[config.mk]
export PLATFORM = sky130hd
export DESIGN_NAME = serial_subtractor
export DESIGN_NICKNAME = d
export VERILOG_FILES = /design/src/rtl/serial_subtractor.sv
export SDC_FILE = /design/constraint.sdc
export NUM_CORES = 1
export LEC_CHECK = 0
export CAP_MARGIN = 10
export CORE_MARGIN = 2
export CORE_UTILIZATION = 58
export CTS_BUF_LIST = sky130_fd_sc_hd__clkbuf_8
export CTS_CLUSTER_DIAMETER = 200
export DETAILED_ROUTE_END_ITERATION = 8
export PLACE_DENSITY_LB_ADDON = 0.15
export SYNTH_ARGS = -nofsm -noshare
export SYNTH_HDL_FRONTEND = slang
export SYNTH_SLANG_ARGS = --single-unit
[constraint.sdc]
create_clock -name clk -period 4.5 [get_ports clk]
set_input_delay 0.9 -clock clk [delete_from_list [all_inputs] [get_ports clk]]
set_output_delay 0.9 -clock clk [all_outputs]
set_load 0.05 [all_outputs]
[src/rtl/serial_subtractor.sv]
`default_nettype none
// ============================================================================
//  Module      : serial_subtractor
//  Description : Bit-serial WIDTH-bit subtractor. One full-subtractor cell
//                and a registered borrow process the operands LSB first.
//                Computes {barrow,d} = a - b - barrow1 and raises a
//                one-cycle done pulse WIDTH cycles after start is accepted.
//                Define SERIAL_SUB_OVF_EN to add the registered signed
//                overflow output ovf.
//  Revision    : 1.0 - initial release
// ============================================================================
module serial_subtractor #(
  parameter int WIDTH = 8
) (
  input  logic             clk,
  input  logic             rst,
  input  logic             start,
  input  logic [WIDTH-1:0] a,
  input  logic [WIDTH-1:0] b,
  input  logic             barrow1,
  output logic [WIDTH-1:0] d,
  output logic             barrow,
  output logic             busy,
  output logic             done
`ifdef SERIAL_SUB_OVF_EN
  ,
  output logic             ovf
`endif
);

  localparam int CNT_W = (WIDTH > 1) ? $clog2(WIDTH) : 1;

  localparam logic [1:0]       c_st_idle  = 2'd0;
  localparam logic [1:0]       c_st_run   = 2'd1;
  localparam logic [1:0]       c_st_done  = 2'd2;
  localparam logic [CNT_W-1:0] c_cnt_last = CNT_W'(WIDTH - 1);
  localparam logic [CNT_W-1:0] c_cnt_one  = CNT_W'(1);

  logic [1:0]       r_state;
  logic [WIDTH-1:0] r_as;
  logic [WIDTH-1:0] r_bs;
  logic             r_br;
  logic [WIDTH-2:0] r_acc;     // difference bits assembled so far
  logic [CNT_W-1:0] r_cnt;
  logic [WIDTH-1:0] r_d;
  logic             r_barrow;
  logic             r_busy;
  logic             r_done;

  logic             w_bit;
  logic             w_bout;
  logic [WIDTH-1:0] w_shift;
  logic             w_accept;

  // Full-subtractor cell on the current LSBs plus the difference shift value
  always_comb begin
    w_bit    = r_as[0] ^ r_bs[0] ^ r_br;
    w_bout   = (~r_as[0] & r_bs[0]) | (~(r_as[0] ^ r_bs[0]) & r_br);
    w_shift  = {w_bit, r_acc};
    w_accept = start & ((r_state == c_st_idle) | (r_state == c_st_done));
  end

  // Sequencer: accept, step one bit per edge, publish result on the last step
  always_ff @(posedge clk or posedge rst) begin
    if (rst) begin
      r_state  <= c_st_idle;
      r_as     <= '0;
      r_bs     <= '0;
      r_br     <= 1'b0;
      r_acc    <= '0;
      r_cnt    <= '0;
      r_d      <= '0;
      r_barrow <= 1'b0;
      r_busy   <= 1'b0;
      r_done   <= 1'b0;
    end else begin
      r_done <= 1'b0;
      if (w_accept) begin
        r_as    <= a;
        r_bs    <= b;
        r_br    <= barrow1;
        r_cnt   <= '0;
        r_state <= c_st_run;
        r_busy  <= 1'b1;
      end else begin
        case (r_state)
          c_st_run: begin
            r_br  <= w_bout;
            r_as  <= {1'b0, r_as[WIDTH-1:1]};
            r_bs  <= {1'b0, r_bs[WIDTH-1:1]};
            r_acc <= w_shift[WIDTH-1:1];
            if (r_cnt == c_cnt_last) begin
              r_d      <= w_shift;
              r_barrow <= w_bout;
              r_state  <= c_st_done;
              r_busy   <= 1'b0;
              r_done   <= 1'b1;
            end else begin
              r_cnt <= r_cnt + c_cnt_one;
            end
          end
          c_st_done: r_state <= c_st_idle;
          default:   r_state <= c_st_idle;
        endcase
      end
    end
  end

`ifdef SERIAL_SUB_OVF_EN
  logic r_ovf;

  // Overflow = borrow into MSB step XOR borrow out of MSB step
  always_ff @(posedge clk or posedge rst) begin
    if (rst) begin
      r_ovf <= 1'b0;
    end else if (!w_accept && (r_state == c_st_run) && (r_cnt == c_cnt_last)) begin
      r_ovf <= r_br ^ w_bout;
    end
  end

  assign ovf = r_ovf;
`endif

  assign d      = r_d;
  assign barrow = r_barrow;
  assign busy   = r_busy;
  assign done   = r_done;

endmodule
`default_nettype wire

### Word level (Yosys, flattened, before mapping)

Index checks and enable logic that the tools add are counted.

* output and inout port bits: 11
* bits of input ports: 20
* flip-flop bits (word level): 40
* logic and storage cells: 51

* bitwise operators: 10
* multiplexer cells: 18
* add/subtract/negate cells: 1
* equal/unequal tests: 5
* reduce and logical (&&, ||, !) cells: 7

Operator list (number)
* two-way mux 8 bit: 4
* two-way mux 3 bit: 3
* two-way mux 1 bit: 8
* two-way mux 2 bit: 3
* AND reduction 2 bit: 3
* nonzero test 2 bit: 2
* adder 3 x 1 -> 3 bit, second input constant: 1
* bitwise AND 1 bit: 3
* equality test 3 bit, second input constant: 1
* != test 3 bit, second input constant: 1
* NOT 1 bit: 3
* AND reduction 3 bit: 1
* equality test 2 x 1 -> 1 bit, second input constant: 1
* equality test 2 bit, second input constant: 1
* logical NOT 2 bit: 1
* != test 2 bit, second input constant: 1
* OR 1 bit: 2
* bitwise XOR 1 bit: 2

### Longest topological paths before layout

Gate-level depths: netlist of the first run.

* word-level depth: 6
* gate-level depth with buffers: 6
* gate-level depth less buffers: 5

### Least setup slack after synthesis of the first run

No wires, ideal clock.

* path kind: in2reg
* start: input start
* end: register r_cnt[0]
* library setup time: 0.125 ns
* data arrival time: 1.628 ns
* path slack: 2.747 ns
* stages: 4
* path buffers: 1
* data required time: 4.375 ns
* cells stage by stage: clkbuf_2 -> nor2b_1 -> nor2_1 -> mux2_2

* cells in the longest elaborated chain, start to end: 3
* elaborated cells between the ends (all ways): 5
* those cells by class: 1 x eq/ne; 1 x mux; 1 x bitwise; 2 x reduce/logical

RTL lines
* from (decl): RTL line 17 `input logic start,`
* bitwise AND 1 bit *: RTL line 60 `w_accept = start & ((r_state == c_st_idle) | (r_state == c_st_done));`
* != test 2 bit (no source line) or nonzero test 2 bit (tied branches)
* AND reduction 2 bit (no source line)
* to (signal assigned): RTL line 99 `r_cnt <= r_cnt + c_cnt_one;`
* to (decl): RTL line 44 `logic [CNT_W-1:0] r_cnt;`

Mark *: on every way between the ends. The rest lies on a longest branch, timed or not.
A chain may end at the register's enable or synchronous reset.

### Final worst setup path of the first run

* start: register r_busy (netlist: busy)
* end: output busy

RTL lines
* from (decl): RTL line 47 `logic r_busy;`
* from (signal assigned): RTL line 74 `r_busy <= 1'b0;`
* from (signal assigned): RTL line 84 `r_busy <= 1'b1;`
* from (signal assigned): RTL line 96 `r_busy <= 1'b0;`
* to (decl): RTL line 23 `output logic busy,`

No word-level cell between the ends.

==> summary.txt, run 1 <==
Setup path
  – Buf/Inv on CP: 1
  – CP Cell Sequence: clkdlybuf4s50_1
  – Crit-path max FO: 2
  – Delay-heaviest family, CP: buffers and inverters
  – Worst path slowest cell: clkdlybuf4s50_1
  – R2r endpoint: d[6]
  – CP arrival: 1.45 ns
  – Number of cells on the critical path: 1
  – R2R Setup Slk: 2.55 ns
  – FF-to-FF path depth: 2
  – Crit Path Class: flop to output pin
  – Crit path largest cell delay: 0.80 ns
  – Crit end category: output pin
  – Worst path required time: 3.60 ns
  – Startpoint Class: flop
  – Start of the worst register-to-register path: r_state[0]

Timing
  – Fmax: 0.425 GHz
  – Final hold violations: 0
  – Worst slew pin tran: 0.721 ns
  – Slew HR: 0.520
  – Clk_skew: 0.00695 ns
  – RSZ-0062 raised after global routing: false
  – Max Slew Vio Count: 0
  – Setup TNS: 0 ns
  – Tmin final: 2.35 ns
  – Final setup fails: 0
  – Fin crit share: 0.523

Global routing
  – First-pass GRT wire length: 5360 µm
  – Vias in the first global route: 1,215
  – Initial antenna violation count: 0
  – Grt ovf: 0
  – Largest net degree at the start of global routing: 41
  – Global Route Usage Sum: 0.211

Finish
  – Fillcell total: 197
  – Finished layout cell area: 0.00217 mm²
  – Commonest cells after routing, fill and taps aside: 40 x dfrtp_1, 30 x clkdlybuf4s50_1, 25 x nand2_1
  – P&R area growth vs syn: 23.6%
  – Area of the multi-input gates: 654 µm²
  – Ant. Diodes: 0
  – Share of layout cells above drive strength 1: 0.108
  – Final-stage net count: 208
  – FF/Latch Area: 0.00100 mm²
  – Most common cell after layout, fill and taps aside: dfrtp_1

Floorplan
  – Cell Rows: 19
  – Die area: 0.00348 mm²
  – I/O Pins: 31
  – Core Area: 0.00281 mm²
  – DIE HEIGHT: 59.0 µm
  – Starting Density: 0.626
  – Chip width: 59.0 µm

Synthesis
  – Synth Flop Type: dfrtp_1
  – Number of distinct library cells after synthesis: 24
  – Top-area cell type share of the netlist area: 0.570
  – Syn Area/Cell: 11.3 µm²
  – Synth area leader: dfrtp_1
  – Leading post-synthesis cells by cell area: dfrtp_1 57%, mux2_2 5.8%, nand2_1 5.3%, mux2i_1 4.6%, a21oi_1 4.0%
  – Post-Synthesis Cell Area: 0.00176 mm²
  – Ys async rst share: 1.00
  – Yosys warns: 0
  – Post-synthesis register bit count: 40
  – Part of the Yosys area used for sequential elements: 0.570
  – Post-synthesis cell count: 156
  – Synth Net Count: 179
  – Post-synth EDFFs: 0

Clocking
  – H-tree depth: 2
  – Post-CTS Resized: 0
  – Post-CTS Hold Fix Bufs: 0
  – CTS Buf Count: 5
  – Clock Latency Late Sink: 0.29 ns
  – Clock Tree Root: clkbuf_8
  – Clock transition at path regs: 0.07 ns
  – Clock Path Buffers: 2
  – CTS tree: yes
  – Post-CTS Setup Bufs: 0
  – Clock Sinks: 40

Route
  – Initial DRC count: 41
  – Post-DR vias/cell: 5.72
  – DRC: 0
  – Initial DRT Pass Iterations: 4
  – WL final: 3210 µm
  – Antenna Nets Post-Route: 0
  – WL/cell: 14.8 µm
  – DR vias: 1,242

Place
  – Hpwl dp: 2160 µm
  – I/O Buffers: 30
  – Area after DPL: 0.00204 mm²
  – GP Congestion: 0.748

Hold path
  – Hold Path Stages: 2
  – Hold endpoint: r_acc[0]
  – Hold Path Class: flop to flop
  – Hold path start: r_acc[0]

Power
  – Peak VDD IR: 0.468 mV
  – Pleak: 0.000998 µW
  – Cell area power density: 750 mW/mm²

Run status
  – Outcome: finished, final reports clean

Flow run
  – Total of max-cap violations: 0
==> per-layer routing <==
layer	global-route usage	part of all wire	vias up
met1	0.266	0.45	601
met2	0.322	0.48	41
li1	-	-	594
met4	0.0942	0.014	0
met5	0	0	-
met3	0.0830	0.060	6
==> where the power goes <==
group          switching [µW]  leakage, µW  internal [µW]
clock                     117    0.0000645            196
combinational             380     0.000448            284
sequential                127     0.000486            523
total                     624     0.000998           1000
==> cell usage after synthesis, drive strengths merged, types with 4 or more instances <==
cell type / instances
dfrtp: 40
a22o: 4
buf: 7
nand2: 25
nor2b: 10
mux2i: 8
a211oi: 8
inv: 11
a21oi: 14
o22ai: 6
mux2: 9
==> per-stage QoR <==
stage / hold slack, ns / utilization / power (µW) / worst slack (ns) / std cells
after global placement: 0.457 / 0.728 / 1280 / 1.97 / 209
after floorplan: 0.442 / - / 1130 / 2.68 / 156
after global routing: 0.515 / 0.773 / 1740 / 2.08 / 217
after CTS: 0.492 / 0.773 / 1640 / 2.13 / 217
after detailed placement: 0.475 / 0.728 / 1320 / 1.90 / 209
final: 0.491 / 0.773 / 1630 / 2.15 / 217
==> state kept, by name (all words and copies together), names as in the netlist <==
signal   flops
r_br         1
r_bs         8
r_acc        7
r_as         8
busy         1
r_state      2
barrow       1
d            8
done         1
r_cnt        3
==> worst max path at each step <==
stage               startpoint        to  slack (ns)
floorplan                  rst    barrow        2.68
global route             start  r_cnt[0]        2.08
global placement         start  r_cnt[0]        1.97
finish                    busy      busy        2.15
detailed placement       start  r_cnt[0]        1.90
CTS                       d[5]      d[5]        2.13
==> cell type report <==
class,count,share of cell area
flip-flops and latches,40,0.461
multi-input cells,96,0.302
repair buffers,31,0.142
clock buffers,7,0.0444
inverters,11,0.0190
well taps,31,0.0179
clock inverters,1,0.0138
==> kinds of logic after synthesis <==
kind of cell / Yosys count / synth area share
flip-flops: 40 / 0.570
AND/OR/NAND/NOR: 41 / 0.115
AO/OA/AOI/OAI: 35 / 0.128
multiplexers: 17 / 0.103
adder cells (fa/ha/maj): 3 / 0.0257
buffers and inverters: 20 / 0.0570
(Power assumes the default switching activity.)
==> run 2: changes to the inputs <==
--- a/config.mk
+++ b/config.mk
@@ -7,7 +7,7 @@
 export LEC_CHECK = 0
 export CAP_MARGIN = 10
 export CORE_MARGIN = 2
-export CORE_UTILIZATION = 58
+export CORE_UTILIZATION = 54
 export CTS_BUF_LIST = sky130_fd_sc_hd__clkbuf_8
 export CTS_CLUSTER_DIAMETER = 200
 export DETAILED_ROUTE_END_ITERATION = 8
==> constraint.sdc (replaced) <==
create_clock -name clk -period 2.2 [get_ports clk]
set_input_delay 0.44 -clock clk [delete_from_list [all_inputs] [get_ports clk]]
set_output_delay 0.44 -clock clk [all_outputs]
set_load 0.05 [all_outputs]
==> run 2 against run 1 <==
  * Die area is 6.9% higher
  * Global-route usage down 0.71 points
  * Wire length is 1.9% lower
  * Combinational power up 110%
  * Critical path depth did not move
  * Clock-buffer cell count fell by 2
  * Register-to-register slack lost 2.1 ns
  * Non-clock buffer count up 4
  * Core utilization is 5.7 points lower
  * Clock skew down 0.0025 ns
==> summary.txt, run 2 (same netlist as run 1, synthesis figures left out) <==
Setup path
  – Start of the worst register-to-register path: r_cnt[0]
  – Crit path largest cell delay: 0.82 ns (+0.02 ns)
  – Critical path origin: barrow
  – CP Cell Sequence: clkdlybuf4s50_1
  – Worst path required time: 1.76 ns (-1.84 ns)
  – Buf/Inv on CP: 1 (unchanged)
  – CP arrival: 1.48 ns (+0.03 ns)
  – Worst path slowest cell: clkdlybuf4s50_1
  – Crit end category: output pin
  – Startpoint Class: flop
  – Crit Path Class: flop to output pin
  – Delay-heaviest family, CP: buffers and inverters
  – R2R Setup Slk: 0.47 ns (-2.08 ns)
  – Crit-path max FO: 2 (unchanged)

Route
  – WL final: 3150 µm (-1.9%)
  – Antenna Nets Post-Route: 0 (unchanged)
  – Post-DR vias/cell: 5.16 (-9.8%)
  – DRC: 0 (unchanged)
  – Initial DRT Pass Iterations: 3 (-1)
  – Initial DRC count: 44 (+7.3%)
  – WL/cell: 13.5 µm (-9.0%)
  – DR vias: 1,208 (-2.7%)

Clocking
  – Clock Path Buffers: 2 (unchanged)
  – Post-CTS Hold Fix Bufs: 0 (unchanged)
  – Clock Sinks: 40 (unchanged)
  – Post-CTS Setup Bufs: 0 (unchanged)
  – Clock Tree Root: clkbuf_8
  – Clock transition at path regs: 0.08 ns (about the same)
  – Post-CTS Resized: 0 (unchanged)
  – CTS Buf Count: 5 (unchanged)
  – Clock Latency Late Sink: 0.29 ns (about the same)
  – CTS tree: yes
  – H-tree depth: 2 (unchanged)

Place
  – I/O Buffers: 30 (unchanged)
  – GP Congestion: 0.743 (-0.67%)
  – Placed Instances: 226 (+8.1%)
  – Place WS: 0.334 ns (-1.56 ns)
  – Hpwl dp: 2170 µm (+0.72%)

Timing
  – RSZ-0062 raised after global routing: false
  – Fmax: 0.520 GHz
  – Final hold violations: 0 (unchanged)
  – Slew HR: 0.587 (+0.0675)
  – Clk_skew: 0.00446 ns (-0.00249 ns)
  – Fin crit share: 0.874
  – Setup TNS: 0 ns (unchanged)
  – Max Slew Vio Count: 0 (unchanged)
  – Worst slew pin tran: 0.618 ns (-0.103 ns)
  – PnR worst setup slack: 0.277 ns (-1.87 ns)
  – Tmin final: 1.92 ns
  – Final setup fails: 0 (unchanged)
  – Fin Hold WS: 0.491 ns (-0.000140 ns)

Finish
  – Ant. Diodes: 0 (unchanged)
  – Non-Filler Instances: 234 (+7.8%)
  – Most common cell after layout, fill and taps aside: dfrtp_1
  – P&R area growth vs syn: 25.6%
  – Final-stage net count: 212 (+1.9%)
  – Fillcell total: 232 (+18%)
  – Finished Core Util: 0.716 (-0.0572)
  – Area of the multi-input gates: 654 µm² (unchanged)
  – FF/Latch Area: 0.00100 mm² (unchanged)
  – Commonest cells after routing, fill and taps aside: 40 x dfrtp_1, 30 x clkdlybuf4s50_1, 25 x nand2_1
  – Share of layout cells above drive strength 1: 0.126 (+0.0188)

Global routing
  – Initial antenna violation count: 0 (unchanged)
  – Vias in the first global route: 1,214 (-0.082%)
  – First-pass GRT wire length: 5360 µm (unchanged)
  – Largest net degree at the start of global routing: 41 (unchanged)
  – Grt ovf: 0 (unchanged)
  – Global Route Usage Sum: 0.204 (-0.00710)

Power
  – Clock share of power: 0.184 (-0.008)
  – Peak VDD IR: 0.765 mV (+63%)
  – Share of power burned in registers: 0.388 (-0.012)
  – Cell area power density: 1500 mW/mm² (+100%)
  – NetSw: 1290 µW (+110%)
  – Gate power share: 0.428 (+0.020)
  – Sw frac: 0.390 (+0.00688)
  – Pleak: 0.00101 µW (+0.93%)
  – Internal: 2010 µW (+100%)

Floorplan
  – I/O Pins: 31 (unchanged)
  – DIE HEIGHT: 61.0 µm (+3.4%)
  – Core Area: 0.00308 mm² (+9.7%)
  – Cell Rows: 20 (+1)
  – Chip width: 61.0 µm (+3.4%)
  – Starting Density: 0.570 (-0.0555)
  – Die area: 0.00372 mm² (+6.9%)

Run status
  – Outcome: finished, final reports clean

Hold path
  – Hold Path Class: flop to flop
  – Hold path start: r_acc[0]

Flow run
  – Total of max-cap violations: 0 (unchanged)
-- run 2: cell count changes in the layout (fill, tap and decap cells not counted), sizes merged --
cell / previous run / this run
buf: 1 / 5
clkbuf: 7 / 5
clkinvlp: 0 / 1
inv: 11 / 12
-- run 2: routing by layer --
| metal | GRT usage | vias up | routed length [µm] |
|---|---|---|---|
| met5 | 0 | - | 0 |
| met3 | 0.0630 | 5 | 122 |
| met1 | 0.245 | 586 | 1480 |
| met2 | 0.338 | 22 | 1490 |
| li1 | - | 595 | - |
| met4 | 0.0932 | 0 | 54 |
-- run 2: cell type report --
class                           instances  area share
Sequential cell                        40       0.454
Tap cell                               44      0.0250
Clock inverter                          3      0.0210
Timing Repair Buffer                   35       0.153
Multi-Input combinational cell         96       0.297
Clock buffer                            5      0.0312
Inverter                               11      0.0187
-- run 2: worst paths after layout --
path / endpoint / cells past startpoint
setup reg to reg: d[4] / 4
max in group asynchronous: d[6] / 3
hold / removal: r_acc[0] / 2
min in group asynchronous: r_bs[3] / 3
hold reg to reg: r_acc[0] / 2
setup / recovery: barrow / 1
-- run 2: power groups by stage --
stage | registers (µW) | clock network (µW) | logic (µW)
after floorplan | 1530 | 0 | 787
after global placement | 1270 | 0 | 1370
after detailed placement | 1290 | 0 | 1420
after CTS | 1280 | 621 | 1430
after global routing | 1320 | 656 | 1550
final | 1280 | 607 | 1410
-- run 2: through the flow --
stage               cell area, µm²  power [µW]
floorplan                     1760        2320
global placement              2090        2640
detailed placement            2090        2710
CTS                           2200        3330
global route                  2200        3530
finish                        2200        3300
==> run 3: changes to the inputs <==
--- a/config.mk
+++ b/config.mk
@@ -7,7 +7,7 @@
 export LEC_CHECK = 0
 export CAP_MARGIN = 10
 export CORE_MARGIN = 2
-export CORE_UTILIZATION = 54
+export CORE_UTILIZATION = 58
 export CTS_BUF_LIST = sky130_fd_sc_hd__clkbuf_8
 export CTS_CLUSTER_DIAMETER = 200
 export DETAILED_ROUTE_END_ITERATION = 8
==> constraint.sdc (replaced) <==
create_clock -name clk -period 2.4 [get_ports clk]
set_input_delay 0.48 -clock clk [delete_from_list [all_inputs] [get_ports clk]]
set_output_delay 0.48 -clock clk [all_outputs]
set_load 0.05 [all_outputs]
==> run 3 against run 2 <==
  * Cell count fell by 6.0%
  * Critical path depth did not move
  * Wire length rose by 6.4%
  * Worst setup slack improved by 0.18 ns
  * Sequential share of layout area rose by 0.87 points
  * Register-to-register slack improved by 0.12 ns
  * Critical path type unchanged
  * Critical endpoint is now d[5]
==> summary.txt, run 3 (same netlist as run 1, synthesis figures left out) <==
Finish
  – P&R area growth vs syn: 23.2%
  – Fillcell total: 201 (-13%)
  – Most common cell after layout, fill and taps aside: dfrtp_1
  – Finished layout cell area: 0.00216 mm² (-1.9%)
  – Commonest cells after routing, fill and taps aside: 40 x dfrtp_1, 30 x clkdlybuf4s50_1, 25 x nand2_1
  – Ant. Diodes: 0 (unchanged)
  – Final-stage net count: 211 (-0.47%)
  – Share of layout cells above drive strength 1: 0.122 (-0.00462)

Global routing
  – First-pass GRT wire length: 5660 µm (+5.7%)
  – Initial antenna violation count: 0 (unchanged)
  – Grt ovf: 0 (unchanged)
  – Largest net degree at the start of global routing: 41 (unchanged)
  – Global Route Usage Sum: 0.226 (+0.0226)
  – Vias in the first global route: 1,244 (+2.5%)

Setup path
  – Crit end category: output pin
  – Crit path largest cell delay: 0.81 ns (about the same)
  – Crit-path max FO: 2 (unchanged)
  – Delay-heaviest family, CP: buffers and inverters
  – CP Cell Sequence: clkdlybuf4s50_1
  – Crit Path Class: flop to output pin
  – Worst path required time: 1.92 ns (+0.16 ns)
  – CP arrival: 1.47 ns (about the same)
  – Critical path origin: d[5]
  – Worst path slowest cell: clkdlybuf4s50_1
  – R2R Setup Slk: 0.59 ns (+0.12 ns)
  – Start of the worst register-to-register path: r_cnt[0]
  – Buf/Inv on CP: 1 (unchanged)
  – Startpoint Class: flop

Route
  – WL met2: 1650 µm (+11%)
  – Met1 Wirelength: 1470 µm (-0.67%)
  – Antenna Nets Post-Route: 0 (unchanged)
  – DRC: 0 (unchanged)
  – WL final: 3350 µm (+6.4%)
  – Routed wl met3: 158 µm (+30%)
  – Top routing layer used: met4
  – DR vias: 1,238 (+2.5%)
  – WL/cell: 15.2 µm (+13%)
  – Initial DRT Pass Iterations: 4 (+1)
  – Post-DR vias/cell: 5.63 (+9.0%)
  – Initial DRC count: 56 (+27%)

Clocking
  – CTS Buf Count: 5 (unchanged)
  – Clock Path Buffers: 2 (unchanged)
  – Clock Sinks: 40 (unchanged)
  – Clock Latency Late Sink: 0.30 ns (about the same)
  – Clock transition at path regs: 0.08 ns (about the same)
  – Post-CTS Resized: 0 (unchanged)
  – Post-CTS Hold Fix Bufs: 0 (unchanged)
  – Post-CTS Setup Bufs: 0 (unchanged)
  – CTS tree: yes
  – H-tree depth: 2 (unchanged)
  – Clock Tree Root: clkbuf_8

Place
  – I/O Buffers: 30 (unchanged)
  – Area after DPL: 0.00207 mm² (-1.1%)
  – GP Congestion: 0.752 (+1.3%)
  – Hpwl dp: 2370 µm (+9.0%)

Hold path
  – Hold path start: r_acc[0]
  – Hold Path Class: flop to flop

Power
  – Share of power burned in registers: 0.393 (+0.005)
  – Internal: 1760 µW (-12%)
  – Sw frac: 0.407 (+0.0163)
  – NetSw: 1210 µW (-6.2%)
  – Cell area power density: 1370 mW/mm² (-8.2%)
  – Peak VDD IR: 0.947 mV (+24%)
  – Clock share of power: 0.158 (-0.026)
  – Gate power share: 0.449 (+0.021)
  – Pleak: 0.000992 µW (-1.5%)

Floorplan
  – Die area: 0.00348 mm² (-6.4%)
  – I/O Pins: 31 (unchanged)
  – Core Area: 0.00281 mm² (-8.9%)
  – Starting Density: 0.626 (+0.0555)
  – DIE HEIGHT: 59.0 µm (-3.3%)
  – Chip width: 59.0 µm (-3.3%)
  – Cell Rows: 19 (-5.0%)

Timing
  – Final setup fails: 0 (unchanged)
  – Fin crit share: 0.811
  – Setup TNS: 0 ns (unchanged)
  – Tmin final: 1.95 ns
  – Worst slew pin tran: 0.590 ns (-0.0283 ns)
  – Fmax: 0.514 GHz
  – Clk_skew: 0.00540 ns (+0.000949 ns)
  – Final hold violations: 0 (unchanged)
  – Max Slew Vio Count: 0 (unchanged)
  – RSZ-0062 raised after global routing: false
  – Slew HR: 0.606 (+0.0185)

Flow run
  – Total of max-cap violations: 0 (unchanged)

Run status
  – Outcome: finished, final reports clean
==> run 3: area by class of cell <==
type                       count  area [µm²]  share of cell area
tap                           31        38.8              0.0179
timing repair buffer          34         330               0.153
multi-input combinational     96         654               0.302
inverter                      11        41.3              0.0191
clock buffer                   6        82.6              0.0382
sequential                    40        1000               0.463
clock inverter                 2        15.0             0.00694
==> run 3: worst min-delay path, cell delays in order, from the launching register on <==
cell and delay (ns):
dfrtp_1 0.35, nand2_1 0.06, nand2_1 0.06
==> run 3: through the flow <==
step / power (µW) / instances / hold slack, ns / setup slack (ns) / utilization
2_1_floorplan: 2130 / 156 / 0.442 / 0.807 / -
3_3_place_gp: 2410 / 212 / 0.455 / 0.611 / 0.736
3_5_place_dp: 2520 / 212 / 0.473 / 0.559 / 0.736
4_1_cts: 3000 / 220 / 0.492 / 0.439 / 0.771
5_1_grt: 3160 / 220 / 0.524 / 0.398 / 0.771
6_report: 2970 / 220 / 0.495 / 0.453 / 0.771
==> run 3: final timing paths <==
check / endpoint / cells past startpoint
setup / recovery: d[5] / 1
hold / removal: r_acc[0] / 2
setup reg to reg: d[1] / 4
hold reg to reg: r_acc[0] / 2
max in group asynchronous: r_bs[5] / 3
min in group asynchronous: d[7] / 3
==> run 3: routing by layer <==
metal  up-vias  track usage
met5         -            0
met4         0       0.0812
met3         8       0.0808
met2        34        0.368
met1       603        0.280
li1        593            -
==> run 3: power groups by stage <==
stage          Sequential [µW]  Combinational [µW]  Clock (µW)
2_1_floorplan             1400                 722           0
3_3_place_gp              1150                1260           0
3_5_place_dp              1180                1340           0
4_1_cts                   1170                1350         479
5_1_grt                   1200                1450         503
6_report                  1170                1340         469
